<file path="src/rtl/fetch_pkg.sv">
// Shared types and constants for the instruction-fetch stage.
package fetch_pkg;

  localparam int DEFAULT_XLEN = 32;
  localparam int INST_BYTES = 4;
  localparam logic [DEFAULT_XLEN-1:0] DEFAULT_RESET_VECTOR = '0;

  typedef struct packed {
    logic [DEFAULT_XLEN-1:0] pc;
    logic [31:0]             inst;
  } fetch_entry;

endpackage

</file>
<file path="src/rtl/fetch_fifo.sv">
// Synchronous FIFO of fetch entries with flush; flush wins over push/pop.
module fetch_fifo
  import fetch_pkg::*;
#(
  parameter int DEPTH = 4
) (
  input  logic                     clk,
  input  logic                     rst_n,
  input  logic                     push,
  input  logic                     pop,
  input  logic                     flush,
  input  fetch_entry               wrData,
  output fetch_entry               rdData,
  output logic [$clog2(DEPTH):0]   count,
  output logic                     empty,
  output logic                     full
);

  localparam int AW = $clog2(DEPTH);
  localparam int CW = AW + 1;

  fetch_entry     mem [DEPTH];
  logic [AW-1:0]  wrPtr;
  logic [AW-1:0]  rdPtr;

  always_ff @(posedge clk) begin
    if (!rst_n || flush) begin
      wrPtr <= '0;
      rdPtr <= '0;
      count <= '0;
    end else begin
      if (push) wrPtr <= wrPtr + AW'(1);
      if (pop)  rdPtr <= rdPtr + AW'(1);
      count <= count + CW'(push) - CW'(pop);
    end
  end

  always_ff @(posedge clk) begin
    if (push && !flush) mem[wrPtr] <= wrData;
  end

  assign rdData = mem[rdPtr];
  assign empty  = (count == '0);
  assign full   = (count == CW'(DEPTH));

endmodule

</file>
<file path="src/rtl/fetch_unit.sv">
// Instruction fetch: owns the PC, issues credited memory requests, buffers responses for decode.
// Optional misaligned-redirect halt is enabled with FETCH_ALIGN_CHECK_EN.
module fetch_unit
  import fetch_pkg::*;
#(
  parameter int              XLEN         = DEFAULT_XLEN,
  parameter logic [XLEN-1:0] RESET_VECTOR = DEFAULT_RESET_VECTOR,
  parameter int              FIFO_DEPTH   = 4
) (
  input  logic            clk,
  input  logic            rst_n,
  output logic            imem_req_valid,
  input  logic            imem_req_ready,
  output logic [XLEN-1:0] imem_req_addr,
  input  logic            imem_resp_valid,
  input  logic [31:0]     imem_resp_data,
  input  logic            redirect_valid,
  input  logic [XLEN-1:0] redirect_pc,
  output logic            inst_valid,
  input  logic            inst_ready,
  output logic [31:0]     inst_data,
  output logic [XLEN-1:0] inst_pc
`ifdef FETCH_ALIGN_CHECK_EN
  ,
  output logic            fetch_misaligned
`endif
);

  localparam int              CW        = $clog2(FIFO_DEPTH) + 1;
  localparam logic [CW:0]     CREDITS   = (CW+1)'(FIFO_DEPTH);
  localparam logic [XLEN-1:0] INST_STEP = XLEN'(INST_BYTES);

  logic [XLEN-1:0] fetchPc;
  logic [XLEN-1:0] respPc;
  logic [CW-1:0]   inflight;
  logic [CW-1:0]   drop;
  logic [CW-1:0]   fifoCount;
  logic [CW:0]     credSum;
  logic            halted;
  logic            misalignedTarget;
  logic [XLEN-1:0] targetPc;
  logic            reqFire;
  logic            respKeep;
  logic            fifoPush;
  logic            fifoPop;
  logic            fifoEmpty;
  logic            fifoFull;
  fetch_entry      wrEntry;
  fetch_entry      headEntry;

`ifdef FETCH_ALIGN_CHECK_EN
  assign targetPc         = redirect_pc;
  assign misalignedTarget = |redirect_pc[1:0];

  always_ff @(posedge clk) begin
    if (!rst_n)              halted <= 1'b0;
    else if (redirect_valid) halted <= misalignedTarget;
  end

  assign fetch_misaligned = halted;
`else
  logic unusedLowBits;
  assign unusedLowBits    = ^redirect_pc[1:0];
  assign targetPc         = {redirect_pc[XLEN-1:2], 2'b00};
  assign misalignedTarget = 1'b0;
  assign halted           = misalignedTarget;
`endif

  // Both interfaces use valid/ready: a transfer happens in any cycle where valid and ready
  // are both high; the producer keeps payload stable while valid is held without ready.
  // Credits count buffered entries plus every outstanding request, stale ones included,
  // so a response can never arrive to a full buffer.
  assign credSum        = {1'b0, fifoCount} + {1'b0, inflight};
  assign imem_req_valid = rst_n && !redirect_valid && (credSum < CREDITS) && !halted;
  assign imem_req_addr  = fetchPc;
  assign reqFire        = imem_req_valid && imem_req_ready;

  assign respKeep = imem_resp_valid && (drop == '0) && !redirect_valid;
  assign fifoPop  = inst_valid && inst_ready;
  assign fifoPush = respKeep && (!fifoFull || fifoPop);

  always_ff @(posedge clk) begin
    if (!rst_n) begin
      fetchPc  <= RESET_VECTOR;
      respPc   <= RESET_VECTOR;
      inflight <= '0;
      drop     <= '0;
    end else begin
      inflight <= inflight + CW'(reqFire) - CW'(imem_resp_valid);
      if (redirect_valid) begin
        // Everything still outstanding after this cycle belongs to the old stream.
        fetchPc <= targetPc;
        respPc  <= targetPc;
        drop    <= inflight - CW'(imem_resp_valid);
      end else begin
        if (reqFire) fetchPc <= fetchPc + INST_STEP;
        if (imem_resp_valid) begin
          if (drop != '0) drop   <= drop - CW'(1);
          else            respPc <= respPc + INST_STEP;
        end
      end
    end
  end

  assign wrEntry.pc   = respPc;
  assign wrEntry.inst = imem_resp_data;

  fetch_fifo #(
    .DEPTH (FIFO_DEPTH)
  ) u_fifo (
    .clk    (clk),
    .rst_n  (rst_n),
    .push   (fifoPush),
    .pop    (fifoPop),
    .flush  (redirect_valid),
    .wrData (wrEntry),
    .rdData (headEntry),
    .count  (fifoCount),
    .empty  (fifoEmpty),
    .full   (fifoFull)
  );

  assign inst_valid = !fifoEmpty;
  assign inst_data  = headEntry.inst;
  assign inst_pc    = headEntry.pc;

endmodule

</file>
<file path="config.mk">
export PLATFORM = sky130hd
export DESIGN_NAME = fetch_unit
export DESIGN_NICKNAME = d
export VERILOG_FILES = /design/src/rtl/fetch_pkg.sv /design/src/rtl/fetch_fifo.sv /design/src/rtl/fetch_unit.sv
export SDC_FILE = /design/constraint.sdc
export NUM_CORES = 1
export LEC_CHECK = 0
export BUFFER_PORTS_ARGS = -buffer_cell sky130_fd_sc_hd__buf_4
export CORE_UTILIZATION = 53
export CTS_CLUSTER_DIAMETER = 150
export DETAILED_ROUTE_END_ITERATION = 16
export PLACE_DENSITY = 0.77
export SYNTH_ARGS = -nofsm -noshare
export SYNTH_HDL_FRONTEND = slang
export SYNTH_HIERARCHICAL = 1
export SYNTH_SLANG_ARGS = --single-unit
</file>
<file path="constraint.sdc">
create_clock -name clk -period 3.23 [get_ports clk]
set_input_delay 0.323 -clock clk [delete_from_list [all_inputs] [get_ports clk]]
set_output_delay 0.323 -clock clk [all_outputs]
set_load 0.02 [all_outputs]
</file>
==> metrics <==
gr usage total=22.0%; H-Tree Depth=2; CP Data Arrival Time=2.33 ns; largest buffer count on any clock path=3; Port Buffers=163; CTS root buffer=clkbuf_16; post-place instance area=15400 sq um; outcome=completed; Iter 0 DRT Violations=810; Synth Register Bits=331; setup violators final=0; final hold slack=0.0125 ns; adder-cell area share of the yosys netlist=1.73%; clock share of power=40.4%; area of the multi-input gates=between 4000 and 5000 sq um; CP endpoint kind=primary output; RSZ-0062 raised after global routing=no; first-pass GRT wire length=~45 mm; fmax=between 300 and 400 MHz; GRT overflow=0; final instance area=16700 sq um; GPL Wtd Cong=0.918; Period minus WS final=2.65 ns; Die Width=approximately 160 um; sequential-to-total area share from yosys stat=66.3%; Post-synth EDFFs=about 260; worst skew pair latency=0.51 ns; Reg area=9190 sq um; Peak VDD IR=0.000434 V; Post-synth top flop=edfxtp_1; Avg Inst Size Synth=about 16 sq um; # rows=58; core box area=25400 sq um; simple-gate portion of the synthesized area=9.93%; Pleak=5.72 nW; Area growth syn-to-layout=20.3%; final worst-path cycle share=82.1%; CTS Sinks=331; Synth Area in XOR/XNOR=1.12%; crit path max fanout=23; CTS tree=done; net load switching power=2.15 mW; Worst Skew=0.0160 ns; CP Class=reg2out; layout filler cell count=around 1.8k; final net count=1163; largest net degree at the start of global routing=65; DRT antenna net count=0; YS warnings=6; max-slew violation count=0; clk slew on worst S/H paths=0.06 ns; CTS Hold Buffers Added=17; Worst-Margin Slew=0.988 ns; compound-cell area share of the yosys netlist=6.95%; Worst Hold Class=in2reg; die area=26800 sq um; vias per cell=6.00; total number of vias=8586; Ports=168; MaxCap Viol Count=0; ANT cells=0; Die H=164 um; ys async rst share=0%; DRC Markers=0; DRT Pass-1 Iters=5; Synth Instances=approximately 890; post-cts sizing count=0; Yosys cell types=67; pwr/cell area=approximately 570 nW/um^2; post-synthesis mux area share=10.7%; slew margin rel.=33.5%; Int Power=7.38 mW; CP Data Required Time=2.91 ns; Sw Ratio=22.6%; WL/cell=20.3 um; Synth Cell Area=13900 sq um; Initial Util=54.6%; TNS Setup=0 ns; vias in the first global route=8258; Gate power share=8.7%; Routed WL=29.0 mm; CTS buffer count=34; initial antenna violation count=0; CP startpoint kind=flop; Reg power frac=between 50% and 60%; layout cells sized above 1=28.2%; Post-DP HPWL=~18 mm; Post CTS Setup Buffer Count=0; final hold violations=0; main combinational cell family by area after synthesis=multiplexers
==> kinds of logic (layout without fill, tap and decap cells) <==
family                     count (synthesis)  after routing
AOI/OAI and AO/OA                        145            145
xor gates and xnor gates                  16             16
adders and majority gates                 18             18
buffers and inverters                     82            281
DFF                                      331            331
muxes                                     66             66
other                                      1             10
and+or+nand+nor                          234            234
==> Yosys cell counts (all sizes together), types with 3 or more instances <==
| cell type | number | area (sq um) |
|---|---|---|
| a211o | 3 | 26.3 |
| a211oi | 6 | 45.0 |
| a21boi | 3 | 22.5 |
| a21oi | 16 | 80.1 |
| a311oi | 6 | 52.6 |
| a31oi | 29 | 181 |
| and2 | 11 | 68.8 |
| and3 | 23 | 144 |
| and4 | 9 | 78.8 |
| buf | 26 | 246 |
| clkbuf | 34 | 129 |
| dfxtp | 75 | 1500 |
| edfxtp | 256 | 7690 |
| ha | 16 | 200 |
| inv | 22 | 82.6 |
| mux4 | 64 | 1460 |
| nand2 | 29 | 109 |
| nand2b | 4 | 25.0 |
| nand3 | 36 | 180 |
| nand4 | 24 | 156 |
| nor2 | 21 | 78.8 |
| nor2b | 5 | 31.3 |
| nor3 | 15 | 75.1 |
| nor3b | 3 | 22.5 |
| nor4 | 10 | 62.6 |
| o211ai | 6 | 45.0 |
| o21a | 4 | 30.0 |
| o21ai | 38 | 190 |
| o311ai | 4 | 35.0 |
| o31ai | 14 | 105 |
| or3 | 13 | 81.3 |
| or4 | 22 | 173 |
| xnor2 | 9 | 78.8 |
| xor2 | 6 | 52.6 |
==> metrics by stage <==
| stage | utilization, % | setup slack (ns) | cells | total power [mW] |
|---|---|---|---|---|
| floorplan | - | 0.493 | 902 | 5.41 |
| global placement | 60.5 | 0.730 | 1352 | 5.72 |
| detailed placement | 60.5 | 0.683 | 1352 | 5.74 |
| CTS | 65.6 | 0.481 | 1431 | 9.61 |
| global route | 65.6 | 0.409 | 1431 | 9.85 |
| finish | 65.6 | 0.578 | 1431 | 9.52 |
==> sequential cells by signal, summed over array words and instances (netlist names), named ones only <==
| register | count |
|---|---|
| respPc | 30 |
| imem_req_addr | 30 |
| drop | 3 |
| u_fifo/mem | 256 |
| u_fifo/rdPtr | 2 |
| u_fifo/count | 3 |
| u_fifo/wrPtr | 2 |
| inflight | 3 |
==> layout by cell type, fill, tap and decap left out, types with 21 or more instances in the layout <==
master	count
o21ai_0	38
mux4_2	60
edfxtp_1	256
nand4_1	23
nand3_1	36
nand2_1	29
clkbuf_16	35
and3_1	23
dfxtp_1	73
a31oi_1	29
nor2_1	21
buf_4	174
==> power by group through the flow <==
stage	registers, mW	logic [mW]	clock network, mW
5_1_grt	4.87	0.905	4.08
3_5_place_dp	4.93	0.809	0
3_3_place_gp	4.92	0.794	0
2_1_floorplan	4.91	0.500	0
6_report	4.85	0.828	3.85
4_1_cts	4.85	0.833	3.93
==> cell type report <==
cell class | instances | share of cell area, %
sequential | 331 | 55.1
clock buffer | 41 | 5.51
multi-input combinational | 489 | 25.5
timing repair buffer | 197 | 9.58
inverter | 22 | 0.495
tap | 330 | 2.48
clock inverter | 21 | 1.28
==> worst max-delay path, cell delays in order, from the launching register on <==
cell and delay [ns]:
dfxtp_4 0.65, buf_4 0.37, mux4_1 0.61, buf_4 0.18
==> per-layer routing <==
layer	vias up	wire (um)	track usage [%]
li1	3977	-	-
met1	4172	12200	31.3
met4	0	390	4.71
met3	28	2740	4.47
met5	-	0	0
met2	409	13700	35.3
==> final timing paths <==
path                            from                end  slack, ns  depth (start not counted)
setup / recovery                flop       inst_data[1]       0.58                          3
hold / removal    imem_resp_data[15]  u_fifo/mem[2][15]       0.01                          1
setup reg to reg         inflight[2]        inflight[2]       0.69                         11
hold reg to reg     imem_req_addr[3]   imem_req_addr[3]       0.52                          2
Power figures use the tool's default switching activity.
